File: src/rtl/fabric_xfer_pkg.sv
// Shared types and constants for the fabric transfer engine.
// Holds the FSM state enum, ctrl bit positions and default region bases.
package fabric_pkg;

  typedef enum logic [2:0] {
    IDLE,
    LD_REQ,
    LD_WAIT,
    LD_UNPACK,
    RUN,
    ST_GATHER,
    ST_REQ,
    ST_WAIT
  } state_e;

  localparam int CTRL_RUN  = 31;
  localparam int CTRL_LOAD = 30;
  localparam int CTRL_BUSY = 29;
  localparam int CTRL_SY   = 10;
  localparam int CTRL_SX   = 0;

  localparam logic [31:0] MAP_BASE_DFLT = 32'h4000_0000;
  localparam logic [31:0] DIR_BASE_DFLT = 32'h4000_2000;

  function automatic int max3(int a, int b, int c);
    int m;
    m = (a > b) ? a : b;
    return (m > c) ? m : c;
  endfunction

endpackage

File: src/rtl/fabric_xfer_if.sv
// Memory bus between the transfer engine (master) and memory (slave).
// Read: req_rd/addr_rd -> data_rd/data_rdy. Write: req_wr/addr_wr/data_wr -> wr_ack.
interface fabric_xfer_if;

  logic        req_rd;
  logic [31:0] addr_rd;
  logic [31:0] data_rd;
  logic        data_rdy;
  logic        req_wr;
  logic [31:0] addr_wr;
  logic [31:0] data_wr;
  logic        wr_ack;

  modport master (
    output req_rd, addr_rd, req_wr, addr_wr, data_wr,
    input  data_rd, data_rdy, wr_ack
  );

  modport slave (
    input  req_rd, addr_rd, req_wr, addr_wr, data_wr,
    output data_rd, data_rdy, wr_ack
  );

endinterface

File: src/rtl/fabric_xfer_pack.sv
// Shared shift register: unpacks weights LSB first, packs 4-bit dirs LSB first.
// Ports: clk, arst_n, ld/ld_data (load word), shift_w, shift_d/dir, q (contents).
module fabric_xfer_pack
  import fabric_pkg::*;
#(
  parameter int WEIGHT_BITS = 4
) (
  input  logic        clk,
  input  logic        arst_n,
  input  logic        ld,
  input  logic [31:0] ld_data,
  input  logic        shift_w,
  input  logic        shift_d,
  input  logic [2:0]  dir,
  output logic [31:0] q
);

  logic [31:0] sr;

  // Dirs enter at the top nibble so that after
  // eight shifts the first one sits in bits [3:0].
  always_ff @(posedge clk or negedge arst_n) begin
    if (!arst_n) begin
      sr <= '0;
    end else if (ld) begin
      sr <= ld_data;
    end else if (shift_w) begin
      sr <= sr >> WEIGHT_BITS;
    end else if (shift_d) begin
      sr <= {1'b0, dir, sr[31:4]};
    end
  end

  assign q = sr;

endmodule

File: src/rtl/fabric_xfer.sv
// Fabric transfer engine: loads packed weights into the node grid, runs it,
// then stores per-node dirs back. Ports: clk, arst_n, ctrl_wr/ctrl_in/ctrl_out,
// mem (bus master), node_idx/node_ld/node_weight/node_dir, fabric_run/start_idx/
// fabric_done, int_load/int_done. Macro FABRIC_XFER_DIRSTORE_EN enables dir store.
module fabric_xfer
  import fabric_pkg::*;
#(
  parameter int          GRID_LOG2   = 5,
  parameter int          WEIGHT_BITS = 4,
  parameter logic [31:0] MAP_BASE    = MAP_BASE_DFLT,
  parameter logic [31:0] DIR_BASE    = DIR_BASE_DFLT
) (
  input  logic                     clk,
  input  logic                     arst_n,
  input  logic                     ctrl_wr,
  input  logic [31:0]              ctrl_in,
  output logic [31:0]              ctrl_out,
  fabric_xfer_if.master            mem,
  output logic [2*GRID_LOG2-1:0]   node_idx,
  output logic                     node_ld,
  output logic [WEIGHT_BITS-1:0]   node_weight,
  input  logic [2:0]               node_dir,
  output logic                     fabric_run,
  output logic [2*GRID_LOG2-1:0]   start_idx,
  input  logic                     fabric_done,
  output logic                     int_load,
  output logic                     int_done
);

  localparam int G    = GRID_LOG2;
  localparam int NW   = 2 * G;
  localparam int WPW  = 32 / WEIGHT_BITS;
  localparam int KW   = $clog2(WPW);
  localparam int LDW  = ((1 << NW) * WEIGHT_BITS) / 32;
  localparam int STW  = (1 << NW) / 8;
  localparam int WCW  = $clog2(max3(LDW, STW, 2));

  state_e state, state_n;

  logic           run, load, busy;
  logic [G-1:0]   sy, sx;
  logic [NW-1:0]  idx, idx_nxt;
  logic [WCW-1:0] word;
  logic [KW-1:0]  fld;
  logic [31:0]    sr;

  logic abort;
  logic idx_clr, idx_inc;
  logic word_clr, word_inc;
  logic pack_ld, shift_w, shift_d;
  logic fire_load, fire_done;
  logic clr_load, clr_run;

  assign busy    = (state != IDLE);
  assign idx_nxt = idx + NW'(1);

  // A run/load-free write outside IDLE cancels the transfer.
  assign abort = ctrl_wr && (ctrl_in[CTRL_RUN:CTRL_LOAD] == 2'b00) && busy;

  always_ff @(posedge clk or negedge arst_n) begin
    if (!arst_n) begin
      state <= IDLE;
    end else begin
      state <= state_n;
    end
  end

  always_comb begin
    state_n   = state;
    idx_clr   = 1'b0;
    idx_inc   = 1'b0;
    word_clr  = 1'b0;
    word_inc  = 1'b0;
    pack_ld   = 1'b0;
    shift_w   = 1'b0;
    shift_d   = 1'b0;
    fire_load = 1'b0;
    fire_done = 1'b0;
    clr_load  = 1'b0;
    clr_run   = 1'b0;
    unique case (state)
      IDLE: begin
        if (load) begin
          state_n  = LD_REQ;
          idx_clr  = 1'b1;
          word_clr = 1'b1;
        end else if (run) begin
          state_n = RUN;
        end
      end
      LD_REQ: state_n = LD_WAIT;
      LD_WAIT: begin
        if (mem.data_rdy) begin
          pack_ld = 1'b1;
          state_n = LD_UNPACK;
        end
      end
      LD_UNPACK: begin
        shift_w = 1'b1;
        idx_inc = 1'b1;
        if (fld == KW'(WPW - 1)) begin
          if (idx_nxt == '0) begin
            clr_load  = 1'b1;
            fire_load = 1'b1;
            state_n   = IDLE;
          end else begin
            word_inc = 1'b1;
            state_n  = LD_REQ;
          end
        end
      end
      RUN: begin
        if (fabric_done) begin
`ifdef FABRIC_XFER_DIRSTORE_EN
          idx_clr  = 1'b1;
          word_clr = 1'b1;
          state_n  = ST_GATHER;
`else
          clr_run   = 1'b1;
          fire_done = 1'b1;
          state_n   = IDLE;
`endif
        end
      end
      ST_GATHER: begin
        shift_d = 1'b1;
        idx_inc = 1'b1;
        if (idx[2:0] == 3'd7) begin
          state_n = ST_REQ;
        end
      end
      ST_REQ: state_n = ST_WAIT;
      ST_WAIT: begin
        if (mem.wr_ack) begin
          if (idx == '0) begin
            clr_run   = 1'b1;
            fire_done = 1'b1;
            state_n   = IDLE;
          end else begin
            word_inc = 1'b1;
            state_n  = ST_GATHER;
          end
        end
      end
      default: state_n = IDLE;
    endcase
    if (abort) begin
      state_n   = IDLE;
      idx_clr   = 1'b0;
      idx_inc   = 1'b0;
      word_clr  = 1'b0;
      word_inc  = 1'b0;
      pack_ld   = 1'b0;
      shift_w   = 1'b0;
      shift_d   = 1'b0;
      fire_load = 1'b0;
      fire_done = 1'b0;
    end
  end

  always_ff @(posedge clk or negedge arst_n) begin
    if (!arst_n) begin
      run  <= 1'b0;
      load <= 1'b0;
      sy   <= '0;
      sx   <= '0;
    end else if (abort) begin
      run  <= 1'b0;
      load <= 1'b0;
    end else if (ctrl_wr && !busy) begin
      run  <= ctrl_in[CTRL_RUN];
      load <= ctrl_in[CTRL_LOAD];
      sy   <= ctrl_in[CTRL_SY +: G];
      sx   <= ctrl_in[CTRL_SX +: G];
    end else begin
      if (clr_load) load <= 1'b0;
      if (clr_run)  run  <= 1'b0;
    end
  end

  always_ff @(posedge clk or negedge arst_n) begin
    if (!arst_n) begin
      idx      <= '0;
      word     <= '0;
      fld      <= '0;
      int_load <= 1'b0;
      int_done <= 1'b0;
    end else begin
      if (idx_clr) idx <= '0;
      else if (idx_inc) idx <= idx_nxt;
      if (word_clr) word <= '0;
      else if (word_inc) word <= word + WCW'(1);
      if (pack_ld) fld <= '0;
      else if (shift_w) fld <= fld + KW'(1);
      int_load <= fire_load;
      int_done <= fire_done;
    end
  end

  fabric_xfer_pack #(
    .WEIGHT_BITS(WEIGHT_BITS)
  ) u_pack (
    .clk     (clk),
    .arst_n  (arst_n),
    .ld      (pack_ld),
    .ld_data (mem.data_rd),
    .shift_w (shift_w),
    .shift_d (shift_d),
    .dir     (node_dir),
    .q       (sr)
  );

  always_comb begin
    ctrl_out = '0;
    ctrl_out[CTRL_RUN]     = run;
    ctrl_out[CTRL_LOAD]    = load;
    ctrl_out[CTRL_BUSY]    = busy;
    ctrl_out[CTRL_SY +: G] = sy;
    ctrl_out[CTRL_SX +: G] = sx;
  end

  assign mem.req_rd  = (state == LD_REQ);
  assign mem.addr_rd = (state == LD_REQ || state == LD_WAIT)
                     ? MAP_BASE + (32'(word) << 2) : '0;

`ifdef FABRIC_XFER_DIRSTORE_EN
  logic st_bus;
  assign st_bus      = (state == ST_REQ) || (state == ST_WAIT);
  assign mem.req_wr  = (state == ST_REQ);
  assign mem.addr_wr = st_bus ? DIR_BASE + (32'(word) << 2) : '0;
  assign mem.data_wr = st_bus ? sr : '0;
`else
  assign mem.req_wr  = 1'b0;
  assign mem.addr_wr = '0;
  assign mem.data_wr = '0;
`endif

  assign node_idx    = idx;
  assign node_ld     = (state == LD_UNPACK);
  assign node_weight = node_ld ? sr[WEIGHT_BITS-1:0] : '0;
  assign fabric_run  = (state == RUN);
  assign start_idx   = fabric_run ? (NW'(sy) << G) + NW'(sx) : '0;

  logic unused_ok;
  assign unused_ok = ^{ctrl_in, sr, DIR_BASE};

endmodule

File: src/flat_wrapper.sv
// flat-port wrapper written by rule: the top's interface ports become plain ports
module fabric_xfer_flat import fabric_pkg::*;
#(
  parameter int          GRID_LOG2   = 5,
  parameter int          WEIGHT_BITS = 4,
  parameter logic [31:0] MAP_BASE    = MAP_BASE_DFLT,
  parameter logic [31:0] DIR_BASE    = DIR_BASE_DFLT
)
  (clk, arst_n, ctrl_wr, ctrl_in, ctrl_out, node_idx, node_ld, node_weight, node_dir, fabric_run, start_idx, fabric_done, int_load, int_done, mem_req_rd, mem_addr_rd, mem_req_wr, mem_addr_wr, mem_data_wr, mem_data_rd, mem_data_rdy, mem_wr_ack);
  fabric_xfer_if mem_i ();
  input  logic clk;
  input  logic arst_n;
  input  logic ctrl_wr;
  input  logic [31:0] ctrl_in;
  output logic [31:0] ctrl_out;
  output logic [2*GRID_LOG2-1:0] node_idx;
  output logic node_ld;
  output logic [WEIGHT_BITS-1:0] node_weight;
  input  logic [2:0] node_dir;
  output logic fabric_run;
  output logic [2*GRID_LOG2-1:0] start_idx;
  input  logic fabric_done;
  output logic int_load;
  output logic int_done;
  output wire logic [$bits(mem_i.req_rd)-1:0] mem_req_rd;
  output wire logic [$bits(mem_i.addr_rd)-1:0] mem_addr_rd;
  output wire logic [$bits(mem_i.req_wr)-1:0] mem_req_wr;
  output wire logic [$bits(mem_i.addr_wr)-1:0] mem_addr_wr;
  output wire logic [$bits(mem_i.data_wr)-1:0] mem_data_wr;
  input wire logic [$bits(mem_i.data_rd)-1:0] mem_data_rd;
  input wire logic [$bits(mem_i.data_rdy)-1:0] mem_data_rdy;
  input wire logic [$bits(mem_i.wr_ack)-1:0] mem_wr_ack;
  assign mem_req_rd = mem_i.req_rd;
  assign mem_addr_rd = mem_i.addr_rd;
  assign mem_req_wr = mem_i.req_wr;
  assign mem_addr_wr = mem_i.addr_wr;
  assign mem_data_wr = mem_i.data_wr;
  assign mem_i.data_rd = mem_data_rd;
  assign mem_i.data_rdy = mem_data_rdy;
  assign mem_i.wr_ack = mem_wr_ack;
  fabric_xfer #(.GRID_LOG2(GRID_LOG2), .WEIGHT_BITS(WEIGHT_BITS), .MAP_BASE(MAP_BASE), .DIR_BASE(DIR_BASE)) u_core (.clk(clk), .arst_n(arst_n), .ctrl_wr(ctrl_wr), .ctrl_in(ctrl_in), .ctrl_out(ctrl_out), .mem(mem_i), .node_idx(node_idx), .node_ld(node_ld), .node_weight(node_weight), .node_dir(node_dir), .fabric_run(fabric_run), .start_idx(start_idx), .fabric_done(fabric_done), .int_load(int_load), .int_done(int_done));
endmodule
File: config.mk
export PLATFORM = sky130hd
export DESIGN_NAME = fabric_xfer_flat
export DESIGN_NICKNAME = d
export VERILOG_FILES = /design/src/rtl/fabric_xfer_pkg.sv /design/src/rtl/fabric_xfer_if.sv /design/src/rtl/fabric_xfer_pack.sv /design/src/rtl/fabric_xfer.sv /design/src/flat_wrapper.sv
export SDC_FILE = /design/constraint.sdc
export NUM_CORES = 1
export LEC_CHECK = 0
export ABC_CLOCK_PERIOD_IN_PS = 3200
export BUFFER_PORTS_ARGS = -buffer_cell sky130_fd_sc_hd__buf_4
export CORE_UTILIZATION = 50
export DETAILED_ROUTE_END_ITERATION = 6
export PLACE_DENSITY_LB_ADDON = 0.25
export SLEW_MARGIN = 15
export SYNTH_ARGS = -nofsm -noshare
export SYNTH_HDL_FRONTEND = slang
export SYNTH_SLANG_ARGS = --single-unit
File: constraint.sdc
create_clock -name clk -period 3.2 [get_ports clk]
set_input_delay 0.16 -clock clk [delete_from_list [all_inputs] [get_ports clk]]
set_output_delay 0.16 -clock clk [all_outputs]
set_load 0.005 [all_outputs]
==> flow_metrics.py <==
metrics = {
    "status": {
        "status": "finished, final reports clean",
    },
    "global_route": {
        "grt-ovfl-total": 0,
        "track_usage": 0.2051,
        "antenna_found_initial": 0,
        "grt_pass1_wl_um": 14610,
        "grt_max_degree": 70,
        "grt_pass1_vias": 3138,
    },
    "logic_synthesis": {
        "syn_inst": 509,
        "synth_seq_cells": 69,
        "yosysWarnings": 0,
        "yosysSeqAreaShare": 0.3892,
        "synth_area_per_cell_um2": 8.717,
        "synth-xor-area-share": 0.005922,
        "synth-compound-area-share": 0.1311,
        "synth-edff-count": 0,
        "synth_cell_types": 51,
        "yosys.area_share.simple": 0.2053,
        "syn_area_um2": 4437,
        "yosys_most_used_dff": "dfrtp_1",
        "synth-async-reset-ratio": 1.000,
        "synth_mux_area_frac": 0.03666,
        "synth_top_family_by_area": "buffers and inverters",
        "post_synth_fa_ha_maj_area_fraction": 0.01692,
    },
    "drt": {
        "routed_wl_um": 9207,
        "ant_nets": 0,
        "post-route-drc-count": 0,
        "viasPerCell": 4.976,
        "firstDrtPassIters": 4,
        "wl_per_cell_um": 12.88,
        "drt_iter0_drc": 157,
        "vias": 3558,
    },
    "critical_path": {
        "crit_fanout": 26,
        "critPathKind": "register to register",
        "critical_path_arrival_ns": 2.76,
        "cp-start-kind": "register",
        "critPathRequiredTime_ns": 3.48,
        "endpoint_kind": "register",
    },
    "power": {
        "power_frac_clock": 0.189,
        "power_mw": 3.670,
        "pwr-share-seq": 0.408,
        "p_leak_nw": 2.606,
        "p_comb_frac": 0.403,
        "vdd_drop_max_uv": 355.7,
        "pwr_density_cell_nw_per_um2": 725.1,
        "p_sw_mw": 1.415,
        "switching_share": 0.3857,
        "p_int_mw": 2.254,
    },
    "timing": {
        "setup_ws_ns": 0.7201,
        "fin_tns_setup_ns": 0,
        "setup_viol": 0,
        "clock_skew_ns": 0.007354,
        "worst_pin_slew_ns": 0.9312,
        "hold_viol": 0,
        "drv_slew": 0,
        "grt_setup_unrepaired": "no",
        "timing.final.crit_share": 0.7750,
        "period_needed_ns": 2.480,
        "relSlewSlack": 0.3769,
        "whs_ns": 0.03930,
        "max_freq_mhz": 403.2,
    },
    "final_layout": {
        "nNetsFinal": 682,
        "fin_util": 0.5861,
        "multi_input_area_um2": 2171,
        "syn2layout_area_growth_pct": 14.07,
        "drive_above_1_share": 0.2323,
        "seq_area_um2": 1727,
        "n_antenna_cell": 0,
        "fillers": 824,
        "layout_common_cells": "conb_1 (108), buf_4 (108), nand2_1 (79)",
    },
    "place": {
        "post-place-ws_ns": 0.7386,
        "port_buffers": 102,
        "dp_hpwl_um": 6505,
        "place.gp.congestion": 0.8748,
    },
    "die": {
        "dieArea_um2": 9254,
        "core_area_um2": 8636,
        "start_util": 0.5138,
        "die_w_um": 96.20,
        "fp.dieH_um": 96.20,
        "num_io_pins": 231,
        "core.rowCount": 34,
    },
    "clock_network": {
        "cts_sinks": 69,
        "clock_latency_ns": 0.34,
        "numCtsBuffers": 9,
        "htreeDepth": 3,
        "clk_pin_slew_ns": 0.08,
        "cts_tree": "done",
        "cts_root_buf": "clkbuf_8",
        "clock_path_buffers": 2,
        "post_cts_buffers": 0,
    },
    "job": {
        "drv_cap": 0,
    },
    "min_path": {
        "holdCritPathClass": "input pin to register",
    },
}
## cell usage after synthesis, drive strengths merged (2+ instances only)
master	n	area share
clkbuf	16	0.014
dfrtp	69	0.39
mux2i	5	0.011
and2	17	0.024
or3	3	0.0054
nand2	79	0.067
o31ai	8	0.014
nor3b	2	0.0045
and4	2	0.0045
o2111ai	2	0.0039
nor2	43	0.036
and3	15	0.021
o22ai	4	0.0056
mux2	10	0.025
a22oi	12	0.020
a21oi	6	0.0068
nand2b	3	0.0042
a32o	2	0.0045
a21o	2	0.0034
ha	6	0.017
nor3	6	0.0090
nand3	16	0.018
a31oi	18	0.025
buf	117	0.20
xor2	2	0.0039
inv	5	0.0042
a211oi	2	0.0034
nand4	5	0.0071
o211ai	3	0.0051
o21ai	17	0.019
## state kept, by name (all words and copies together), names as in the netlist
signal           flops
u_core.u_pack.q     32
u_core.node_idx     10
u_core.word          7
u_core.sx            5
u_core.sy            5
u_core.fld           3
u_core.state         3
u_core.int_done      1
u_core.int_load      1
u_core.load          1
u_core.run           1
## path summary, 6_finish.rpt
path                                          start                  end  slack (ns)  cells past startpoint
worst max-delay path                u_core.state[2]  u_core.u_pack.q[31]        0.72                      4
worst max register to register      u_core.state[2]  u_core.u_pack.q[31]        0.72                      4
min in group asynchronous                    arst_n  u_core.u_pack.q[19]        0.44                      2
max in group asynchronous                    arst_n   u_core.node_idx[1]        2.16                      2
worst min-delay path                mem_data_rd[15]  u_core.u_pack.q[15]        0.04                      3
worst min register to register  u_core.u_pack.q[19]  u_core.u_pack.q[19]        0.48                      2
## worst max-delay path, cell delays in order (launching register included)
cell     delay (ns)
dfrtp_1        0.84
xor2_1         0.19
and3_1         0.38
nor2_1         0.76
a22o_1         0.24
## cells by family after synthesis
logic type,after synthesis
AND/OR/NAND/NOR,193
flip-flops,69
XOR/XNOR,3
AO/OA/AOI/OAI,84
adder cells (fa/ha/maj),6
multiplexers,15
buffers and inverters,138
other,1
## power by group through the flow
| stage | Clock (mW) | Sequential [mW] | Combinational, mW |
|---|---|---|---|
| global placement | 0 | 1.50 | 1.43 |
| finish | 0.692 | 1.50 | 1.48 |
| floorplan | 0 | 1.39 | 1.13 |
| global route | 0.745 | 1.55 | 1.70 |
| detailed placement | 0 | 1.51 | 1.48 |
| CTS | 0.710 | 1.50 | 1.49 |
## stage by stage
step / cells / cell area [um^2]
2_1_floorplan: 616 / 4838
3_3_place_gp: 699 / 4862
3_5_place_dp: 699 / 4862
4_1_cts: 715 / 5061
5_1_grt: 715 / 5061
6_report: 715 / 5061
## layer usage
layer  vias to the layer above  part of all wire  global-route usage
li1                       1716                 -                   -
met1                      1672              0.44              0.2681
met2                       156              0.47              0.3274
met3                        14             0.077             0.04897
met4                         0             0.014             0.07960
met5                         -                 0                   0
## cell type report
cell class / count / share of cell area
clock buffers: 9 / 0.02447
clock inverters: 6 / 0.01286
inverters: 5 / 0.003708
multi-input cells: 409 / 0.4289
flip-flops and latches: 69 / 0.3412
well taps: 108 / 0.02670
repair buffers: 109 / 0.1622
## timing repair
item | 4_1_cts | 5_1_grt
setup endpoints to repair | 0 | 0
hold endpoints to repair | 69 | 0
gates resized for setup | 0 | 0
hold buffers | 1 | 0
(Power assumes the default switching activity.)
